[src/rtl/io_pkg.sv]
// rtl/io_pkg.sv - shared constants and FSM state encoding for board-input conditioning
package io_pkg;

  // System clock frequency the default timing constants are derived from
  localparam int CLK_HZ = 100_000_000;

  // 10 ms debounce window and 1 s long-press hold at CLK_HZ
  localparam int DEFAULT_DEBOUNCE_CYCLES = CLK_HZ / 100;
  localparam int DEFAULT_LONG_CYCLES     = CLK_HZ;

  // Debounce FSM: two stable states and one checking state per direction
  typedef enum logic [1:0] {
    IDLE_LO = 2'd0,
    CHK_HI  = 2'd1,
    IDLE_HI = 2'd2,
    CHK_LO  = 2'd3
  } db_state_t;

endpackage

[src/rtl/sync_ff.sv]
// rtl/sync_ff.sv - multi-stage synchroniser for one asynchronous input bit
module sync_ff #(
  parameter int STAGES = 2
) (
  input  logic clk,
  input  logic rst,
  input  logic d,
  output logic q
);

  logic [STAGES-1:0] chain;

  // Plain shift chain: nothing may sit between stages or metastability settling time is lost
  always_ff @(posedge clk or posedge rst) begin
    if (rst) chain <= '0;
    else     chain <= {chain[STAGES-2:0], d};
  end

  assign q = chain[STAGES-1];

endmodule

[src/rtl/button_debounce.sv]
// rtl/button_debounce.sv - synchronise and debounce one button; long-press pulse under BUTTON_DEBOUNCE_LONG_PRESS_EN
module button_debounce
  import io_pkg::*;
#(
  parameter int SYNC_STAGES     = 2,
  parameter int DEBOUNCE_CYCLES = DEFAULT_DEBOUNCE_CYCLES,
  parameter int LONG_CYCLES     = DEFAULT_LONG_CYCLES
) (
  input  logic clk,
  input  logic rst,
  input  logic btn_in,
  output logic btn_level,
  output logic btn_rise,
  output logic btn_fall,
  output logic long_press
);

  localparam int CW = $clog2(DEBOUNCE_CYCLES + 1);
  localparam logic [CW-1:0] CNT_LAST = CW'(DEBOUNCE_CYCLES - 1);

  // Reject parameter sets the logic below cannot honour
  if (SYNC_STAGES < 2) begin : g_bad_sync
    $error("SYNC_STAGES must be at least 2");
  end
  if (DEBOUNCE_CYCLES < 2) begin : g_bad_db
    $error("DEBOUNCE_CYCLES must be at least 2");
  end
  if (LONG_CYCLES <= DEBOUNCE_CYCLES) begin : g_bad_long
    $error("LONG_CYCLES must exceed DEBOUNCE_CYCLES");
  end

  logic      s;
  db_state_t state_q, state_d;
  logic [CW-1:0] cnt_q, cnt_d;
  logic level_q, level_d;
  logic rise_q, rise_d;
  logic fall_q, fall_d;

  sync_ff #(.STAGES(SYNC_STAGES)) u_sync (
    .clk (clk),
    .rst (rst),
    .d   (btn_in),
    .q   (s)
  );

  // State, counter and registered outputs
  always_ff @(posedge clk or posedge rst) begin
    if (rst) begin
      state_q <= IDLE_LO;
      cnt_q   <= '0;
      level_q <= 1'b0;
      rise_q  <= 1'b0;
      fall_q  <= 1'b0;
    end else begin
      state_q <= state_d;
      cnt_q   <= cnt_d;
      level_q <= level_d;
      rise_q  <= rise_d;
      fall_q  <= fall_d;
    end
  end

  // Next state: count consecutive cycles of s differing from the level; any agreeing cycle restarts
  always_comb begin
    state_d = state_q;
    cnt_d   = cnt_q;
    level_d = level_q;
    rise_d  = 1'b0;
    fall_d  = 1'b0;
    unique case (state_q)
      IDLE_LO: begin
        if (s) begin
          state_d = CHK_HI;
          cnt_d   = CW'(1);
        end else begin
          cnt_d   = '0;
        end
      end
      CHK_HI: begin
        if (!s) begin
          state_d = IDLE_LO;
          cnt_d   = '0;
        end else if (cnt_q == CNT_LAST) begin
          state_d = IDLE_HI;
          level_d = 1'b1;
          rise_d  = 1'b1;
          cnt_d   = '0;
        end else begin
          cnt_d   = cnt_q + 1'b1;
        end
      end
      IDLE_HI: begin
        if (!s) begin
          state_d = CHK_LO;
          cnt_d   = CW'(1);
        end else begin
          cnt_d   = '0;
        end
      end
      CHK_LO: begin
        if (s) begin
          state_d = IDLE_HI;
          cnt_d   = '0;
        end else if (cnt_q == CNT_LAST) begin
          state_d = IDLE_LO;
          level_d = 1'b0;
          fall_d  = 1'b1;
          cnt_d   = '0;
        end else begin
          cnt_d   = cnt_q + 1'b1;
        end
      end
      default: begin
        state_d = IDLE_LO;
        cnt_d   = '0;
      end
    endcase
  end

  assign btn_level = level_q;
  assign btn_rise  = rise_q;
  assign btn_fall  = fall_q;

`ifdef BUTTON_DEBOUNCE_LONG_PRESS_EN
  localparam int HW = $clog2(LONG_CYCLES + 1);
  localparam logic [HW-1:0] HOLD_FIRE = HW'(LONG_CYCLES - 1);
  localparam logic [HW-1:0] HOLD_SAT  = HW'(LONG_CYCLES);

  logic [HW-1:0] hold_cnt;
  logic          long_q;

  // Hold counter runs while the level is high; it steps once past the fire value and parks there so each press pulses once
  always_ff @(posedge clk or posedge rst) begin
    if (rst) begin
      hold_cnt <= '0;
      long_q   <= 1'b0;
    end else if (!level_q || fall_q) begin
      hold_cnt <= '0;
      long_q   <= 1'b0;
    end else begin
      if (hold_cnt != HOLD_SAT) hold_cnt <= hold_cnt + 1'b1;
      long_q <= (hold_cnt == HOLD_FIRE);
    end
  end

  assign long_press = long_q;
`else
  assign long_press = 1'b0;
`endif

endmodule
[config.mk]
export PLATFORM = sky130hd
export DESIGN_NAME = button_debounce
export DESIGN_NICKNAME = d
export VERILOG_FILES = /design/src/rtl/io_pkg.sv /design/src/rtl/sync_ff.sv /design/src/rtl/button_debounce.sv
export SDC_FILE = /design/constraint.sdc
export NUM_CORES = 1
export LEC_CHECK = 0
export CAP_MARGIN = 25
export CORE_MARGIN = 2
export CORE_UTILIZATION = 30
export DETAILED_ROUTE_END_ITERATION = 6
export DONT_BUFFER_PORTS = 1
export PLACE_DENSITY = 0.47
export SYNTH_ARGS = -nofsm -noshare
export SYNTH_HDL_FRONTEND = slang
export SYNTH_SLANG_ARGS = --single-unit
[constraint.sdc]
create_clock -name clk -period 2.3 [get_ports clk]
set_input_delay 0.23 -clock clk [delete_from_list [all_inputs] [get_ports clk]]
set_output_delay 0.23 -clock clk [all_outputs]
set_load 0.1 [all_outputs]
* After elaboration in Yosys (flattened, before gate mapping)
Cells that the tools add are included.
** Word-level totals
- Register bits :: 27
- Input bits :: 3
- Output and inout port bits :: 4
- Word-level logic and storage cells :: 46
** Cells by class
- Add/subtract/negate cells :: 1
- Equality and inequality tests :: 12
- Mux-type cells :: 23
- Reductions and logical operators :: 4
** Operators with widths (number)
- one-hot mux 20 bit (4 select lines) :: 1
- 2-to-1 mux 20 bit :: 3
- adder 20 x 1 -> 20 bit (second input constant) :: 1
- equality test 20 bit (second input constant) :: 1
- 2-to-1 mux 2 bit :: 6
- 2-to-1 mux 1 bit :: 11
- != test 2 bit (second input constant) :: 4
- one-hot mux 2 bit (4 select lines) :: 1
- AND reduction 5 bit :: 1
- equality test 2 bit (second input constant) :: 2
- != test 2 x 1 -> 1 bit (second input constant) :: 2
- AND reduction 4 bit :: 1
- != test 3 x 2 -> 1 bit (second input constant) :: 1
- != test 3 bit (second input constant) :: 1
- equality test 2 x 1 -> 1 bit (second input constant) :: 1
- logical NOT 2 bit :: 1
- one-hot mux 1 bit (2 select lines) :: 1
- nonzero test 2 bit :: 1

* Depth between registers and ports, before layout
Gate-level depths: netlist (run 1).
- Word-level depth :: 4
- Depth in mapped cells :: 6
- Depth with buffers taken out :: 5

* By module
From an unflattened synthesis (run 1), not the netlist that was laid out.
** Second synthesis, totals
- Cells, all modules :: 142
- Area total of the unflattened synthesis :: 1367.6 sq um
** By module, submodules not included
- button_debounce :: times used 1, cells each 139, area each 1313.8 sq um, sequential area each 625.6 sq um
- sync_ff :: times used 1, cells each 3, area each 53.8 sq um, sequential area each 50.0 sq um

* Worst setup path after synthesis (run 1)
No wires, ideal clock.
- Path kind :: reg2reg
- From :: reg cnt_q[8]
- To :: reg cnt_q[10]
- Setup time :: 0.119 ns
- Arrival time :: 1.957 ns
- Data required time :: 2.181 ns
- Setup slack :: 0.224 ns
- Stages on the path, launching flop included :: 6
- Path buffers :: 1
- Clock period less this slack :: 2.076 ns
- Cell sequence :: dfrtp_1 > or4b_1 > or4_4 > o211ai_4 > buf_6 > nor2_1
** Between the ends
- Cells in the longest elaborated chain, start to end :: 4
- Elaborated cells between the ends (all ways) :: 6
- Those cells by class :: add/sub (1); eq/ne (1); mux (4)
** Ends and longest elaborated chain
- start: declaration :: RTL line button_debounce.sv:34 : logic [CW-1:0] cnt_q, cnt_d;
- start signal: assignment :: RTL line button_debounce.sv:56 : cnt_q <= cnt_d;
- adder 20 x 1 -> 20 bit / equality test 20 bit (equally long branches)
- 2-to-1 mux 20 bit * :: RTL line button_debounce.sv:83, button_debounce.sv:104
- 2-to-1 mux 20 bit (on tied branches) :: RTL line button_debounce.sv:101, button_debounce.sv:80
- one-hot mux 20 bit (4 select lines) * :: RTL line button_debounce.sv:70 : unique case (state_q)
- net cnt_d[10] :: RTL line button_debounce.sv:34
Mark *: on every way through the listed nets, which the timed path passes. The rest lies on a longest branch.
A chain may end at the register's enable or synchronous reset.

* Worst setup path in the final report (run 1)
- From :: reg cnt_q[12]
- To :: reg cnt_q[13]
Same word-level chain as after synthesis.

==> impl_metrics.json, run 1 <==
{
  "die_y_um": 69.4,
  "cts_buffers": 3,
  "routed_via_density": 5.07,
  "cts.repair.resized": 0,
  "async_reset_ff_frac": 1.00,
  "slew_violations": 0,
  "die_x_um": 69.4,
  "worstPathMaxFanout": 16,
  "synthMuxAreaShare": 0,
  "grtUsageTotal": 0.107,
  "max_freq_mhz": 467,
  "yosys.cell_types.count": 31,
  "via_count": 932,
  "cts.path.max_buffers": 2,
  "final_area_mm2": 0.00144,
  "hold_class": "register to register",
  "vdd_drop_max_mv": 0.178,
  "fp.coreArea_mm2": 0.00406,
  "tightest_slew_ns": 0.880,
  "dp_cells": 178,
  "gp_congestion": 0.728,
  "synthFlopType": "dfrtp_1",
  "endpoint_kind": "register",
  "fin_cells": 184,
  "placed_cell_area_mm2": 0.00137,
  "cts_tree": "built",
  "antenna_found_initial": 0,
  "layout_commonest_cell": "dfrtp_1",
  "max_slew_margin": 0.414,
  "synth_compound_area_frac": 0.111,
  "syn_avg_cell_area_um2": 10.2,
  "drive_gt1_frac": 0.0970,
  "startpoint_type": "register",
  "crit_type": "register to register",
  "cts.reportedPaths.clkPinSlew_ns": 0.09,
  "grt_max_degree": 28,
  "period_needed_ns": 2.14,
  "cellPowerDensity_mw_per_mm2": 544,
  "synth_area_leaders": "dfrtp_1 (53%), xnor2_1 (5.5%), nor2_1 (4.1%)",
  "hold_viol": 0,
  "rows": 23,
  "synth_cells": 126,
  "synthXorXnorAreaFrac": 0.0820,
  "synth_fa_ha_area_frac": 0.00977,
  "synth.largest_area_cell": "dfrtp_1",
  "ios": 7,
  "crit_arrival_ns": 2.29,
  "grt_pass1_wl_mm": 4.22,
  "clkLatencyLatePin_ns": 0.27,
  "final_nets": 139,
  "cap_violations": 0,
  "synth_seq_cells": 27,
  "antennaDiodeCount": 0,
  "fin_tns_setup_ns": 0,
  "rsz0062_at_grt": "false",
  "power_mw": 0.782,
  "gr-total-overflow": 0,
  "syn-num-nets": 130,
  "final_cell_mix": "dfrtp_1 (27), nor2_1 (14)",
  "wl_per_cell_um": 13.1,
  "yosysSeqAreaShare": 0.527,
  "required_ns": 2.45,
  "drt_wl_total_mm": 2.41,
  "outcome": "completed",
  "skew_ns": 0.00488,
  "setup-violations-final": 0,
  "dp_hpwl_mm": 1.76,
  "io_buffers": 0,
  "start_util": 0.316,
  "synth-edff-count": 0,
  "syn_to_final_growth_pct": 12.2,
  "initialDrtViolationCount": 40,
  "synth_warnings": 0,
  "clock-sinks": 27,
  "yosys.area_share.simple": 0.231,
  "post-route-drc-count": 0,
  "grt_pass1_vias": 910,
  "synth_top_family_by_area": "simple AND/OR/NAND/NOR gates",
  "holdWs_ns": 0.355,
  "h-tree-depth": 1,
  "total_leakage_power_nw": 0.558,
  "synth_top_area_frac": 0.527,
  "firstDrtPassIters": 7,
  "dieArea_mm2": 0.00481,
  "clockRootBuffer": "clkbuf_8",
  "ant_nets": 0,
  "synth.cell_area_mm2": 0.00128,
  "fin_crit_sh": 0.932
}
-- through the flow --
stage                     setup WS [ns]   util
after global placement            0.169  0.338
after CTS                         0.150  0.354
after global routing             0.0768  0.354
after floorplan                   0.224      -
final                             0.157  0.354
after detailed placement          0.167  0.338
-- flip-flops by register name, indices dropped and copies added (netlist names), named ones only --
name          cells
state_q           1
btn_level         1
btn_fall          1
btn_rise          1
u_sync.chain      2
cnt_q            20
-- layer usage --
layer	global-route usage	vias to the layer above	routed length [um]
met3	0.0174	2	53
met5	0	-	0
met1	0.142	460	1110
met4	0.0327	0	17
met2	0.181	13	1230
li1	-	457	-
-- critical path, stage by stage, from the launching register on --
cell and delay, ns:
dfrtp_1 0.43, or4_1 0.53, or4_4 0.58, o211ai_4 0.25, buf_12 0.18, a21oi_1 0.05
-- where the power goes --
| part | leakage (nW) | total (mW) | internal, mW | switching, mW |
|---|---|---|---|---|
| Clock | 0.0255 | 0.259 | 0.121 | 0.138 |
| Sequential | 0.368 | 0.484 | 0.479 | 0.00461 |
| Combinational | 0.164 | 0.0394 | 0.0121 | 0.0273 |
| Total | 0.558 | 0.782 | 0.612 | 0.170 |
-- Yosys cell counts, types with 2 or more instances --
library cell	instances
inv_1	6
nand3_1	8
o31ai_1	3
nor4_1	2
nor2_1	14
xor2_1	4
or4_1	5
xnor2_1	8
nand2_1	8
and4_1	2
a21oi_1	7
dfrtp_1	27
nor3_1	3
or3_1	5
o21ai_0	8
-- what timing repair did --
action	CTS	global route
setup endpoints to repair	0	0
setup buffers	0	0
endpoints found under the hold margin	28	0
hold buffers	2	0
-- path summary, 6_finish.rpt --
check,slack (ns),cells past startpoint,from,end
worst max-delay path,0.16,5,cnt_q[12],cnt_q[13]
worst min-delay path,0.35,0,u_sync.chain[0],u_sync.chain[1]
worst max register to register,0.16,5,cnt_q[12],cnt_q[13]
worst min register to register,0.35,0,u_sync.chain[0],u_sync.chain[1]
max in group asynchronous,1.58,3,rst,cnt_q[6]
min in group asynchronous,0.46,3,rst,cnt_q[15]
-- final cells by class --
| class | instances | area [um2] |
|---|---|---|
| Tap cell | 50 | 62.6 |
| Clock buffer | 3 | 41.3 |
| Fill cell | 394 | 2620 |
| Multi-Input combinational cell | 90 | 561 |
| Timing Repair Buffer | 7 | 70.1 |
| Inverter | 6 | 22.5 |
| Sequential cell | 27 | 676 |
| Clock inverter | 1 | 5.00 |
-- kinds of logic after synthesis --
group           after synthesis
simple gates                 54
flops                        27
compound gates               22
xor+xnor                     12
buf+inv                       9
fa+ha+maj                     1
other cells                   1
Power figures use the tool's default switching activity.
==> run 2: changes to the inputs <==
--- a/config.mk
+++ b/config.mk
@@ -6,11 +6,13 @@
 export NUM_CORES = 1
 export LEC_CHECK = 0
 export CAP_MARGIN = 25
+export CELL_PAD_IN_SITES_DETAIL_PLACEMENT = 1
+export CELL_PAD_IN_SITES_GLOBAL_PLACEMENT = 1
 export CORE_MARGIN = 2
 export CORE_UTILIZATION = 30
 export DETAILED_ROUTE_END_ITERATION = 6
 export DONT_BUFFER_PORTS = 1
-export PLACE_DENSITY = 0.47
+export PLACE_DENSITY = 0.55
 export SYNTH_ARGS = -nofsm -noshare
 export SYNTH_HDL_FRONTEND = slang
 export SYNTH_SLANG_ARGS = --single-unit
==> run 2 against run 1 <==
  * Combinational power grew 2%
  * Cell count is the same
  * Register-to-register slack lost 0.02 ns
  * Clock skew grew 0.0033 ns
  * Clock-buffer cell count is the same
  * Sequential cell count is the same
  * Sequential share of layout area shrank 0.082 points
  * Die area is the same
  * Non-clock buffer count is the same
  * Critical path depth shrank 1
  * Clock power grew 7%
  * Sequential power is essentially flat
==> impl_metrics.json, run 2 (synthesized netlist as in run 1, its figures left out) <==
{
  "vdd_drop_max_mv": 0.199,
  "cts_buffers": 3,
  "gr-total-overflow": 0,
  "via_count": 927,
  "clock-sinks": 27,
  "rsz0062_at_grt": "false",
  "grtUsageTotal": 0.129,
  "ant_nets": 0,
  "grt_use_met2": 0.207,
  "rr_worst_depth": 4,
  "crit_type": "register to register",
  "cp_slowest_cell": "or4_4",
  "critPathMaxStageDelay_ns": 0.59,
  "clockRootBuffer": "clkbuf_8",
  "seq_area_um2": 676,
  "top_regs": "cnt_q: 20 flops, u_sync.chain: 2 flops",
  "worstPathMaxFanout": 5,
  "top_usage_layer": "met2",
  "grt.met3_usage": 0.0174,
  "wl_per_cell_um": 14.6,
  "final_nets": 139,
  "h-tree-depth": 1,
  "hold_viol": 0,
  "fin_crit_sh": 0.938,
  "firstDrtPassIters": 4,
  "hold_class": "register to register",
  "routed_via_density": 5.04,
  "grt_pass1_vias": 1029,
  "final_cell_mix": "dfrtp_1 (27), nor2_1 (14)",
  "dieArea_mm2": 0.00481,
  "skew_ns": 0.00818,
  "cts.reportedPaths.clkPinSlew_ns": 0.10,
  "r2r_end": "btn_level",
  "fin_cells": 184,
  "grt_max_degree": 28,
  "total_leakage_power_nw": 0.554,
  "dp_cells": 178,
  "antennaDiodeCount": 0,
  "crit_arrival_ns": 2.34,
  "min_to": "u_sync.chain[1]",
  "regMostFlops": "cnt_q",
  "tightest_slew_ns": 0.869,
  "initialDrtViolationCount": 30,
  "outcome": "completed",
  "io_buffers": 0,
  "dp_hpwl_mm": 1.97,
  "endpoint_kind": "register",
  "die_x_um": 69.4,
  "largest_reg_flops": 20,
  "slew_violations": 0,
  "cellPowerDensity_mw_per_mm2": 556,
  "start_util": 0.316,
  "cts.repair.resized": 0,
  "min_delay_path_depth": 0,
  "startpoint_type": "register",
  "period_needed_ns": 2.16,
  "ff2ff_setup_slack_ns": 0.14,
  "multi_input_area_um2": 561,
  "min-delay-start": "u_sync.chain[0]",
  "n_fill_cell": 473,
  "required_ns": 2.49,
  "layout_commonest_cell": "dfrtp_1",
  "cts.path.max_buffers": 2,
  "antenna_found_initial": 0,
  "cp_cell_sequence": "or4b_1 -> or4_4 -> or2_4 -> o311ai_1",
  "fp.coreArea_mm2": 0.00406,
  "fin_tns_setup_ns": 0,
  "cts_tree": "built",
  "rr_startpoint": "cnt_q[8]",
  "drive_gt1_frac": 0.0970,
  "syn_to_final_growth_pct": 12.4,
  "gp_congestion": 0.681,
  "cap_violations": 0,
  "rows": 23,
  "drt_wl_total_mm": 2.69,
  "setup-violations-final": 0,
  "die_y_um": 69.4,
  "ios": 7,
  "max_freq_mhz": 463,
  "grt.met1_usage": 0.175,
  "clkLatencyLatePin_ns": 0.28,
  "grt_pass1_wl_mm": 4.96,
  "max_slew_margin": 0.421,
  "post-route-drc-count": 0
}
-- run 2: cell types whose count changed in the layout (fill, tap and decap cells not counted), sizes merged --
cell / change
clkinv: -1
clkinvlp: +1
-- run 2: metrics by stage --
| stage | util | hold slack (ns) | setup slack (ns) | area (um2) | power (mW) |
|---|---|---|---|---|---|
| after global placement | 0.338 | 0.207 | 0.181 | 1370 | 0.532 |
| final | 0.355 | 0.363 | 0.142 | 1440 | 0.801 |
| after global routing | 0.355 | 0.384 | 0.0417 | 1440 | 0.844 |
| after floorplan | - | 0.261 | 0.224 | 1280 | 0.522 |
| after CTS | 0.355 | 0.369 | 0.139 | 1440 | 0.823 |
| after detailed placement | 0.338 | 0.215 | 0.142 | 1370 | 0.533 |
-- run 2: final cells by class --
cell class	count	area share
clock inverter	1	0.00521
inverter	6	0.0156
multi-input combinational	90	0.389
tap	50	0.0434
timing repair buffer	7	0.0487
clock buffer	3	0.0287
sequential	27	0.469
-- run 2: critical path, delay by kind of cell (launching register included) --
kind	cells	cell delay (ns)
flops	1	0.43
compound gates	1	0.22
simple gates	3	1.42
-- run 2: report_power, final --
group / total [mW] / switching [mW] / internal [mW] / leakage (nW)
logic: 0.0403 / 0.0281 / 0.0122 / 0.164
registers: 0.485 / 0.00531 / 0.479 / 0.368
clock network: 0.276 / 0.153 / 0.123 / 0.0217
-- run 2: what timing repair did --
| action | in CTS | in global routing |
|---|---|---|
| buffers inserted | 0 | 0 |
| hold endpoints to repair | 28 | 0 |
| hold buffers | 2 | 0 |
-- run 2: layer usage --
metal,up-vias,part of all wire
met5,-,0
met4,0,0.016
met3,4,0.014
met2,5,0.47
met1,457,0.50
li1,461,-
-- run 2: how the worst max path moves through the flow --
stage / end / from / cells after the start / slack (ns)
after CTS: btn_level / cnt_q[8] / 4 / 0.14
final: btn_level / cnt_q[8] / 4 / 0.14
after global routing: cnt_q[18] / cnt_q[0] / 5 / 0.04
after detailed placement: btn_level / cnt_q[8] / 4 / 0.14
after global placement: btn_level / cnt_q[8] / 4 / 0.18
after floorplan: cnt_q[10] / cnt_q[8] / 5 / 0.22
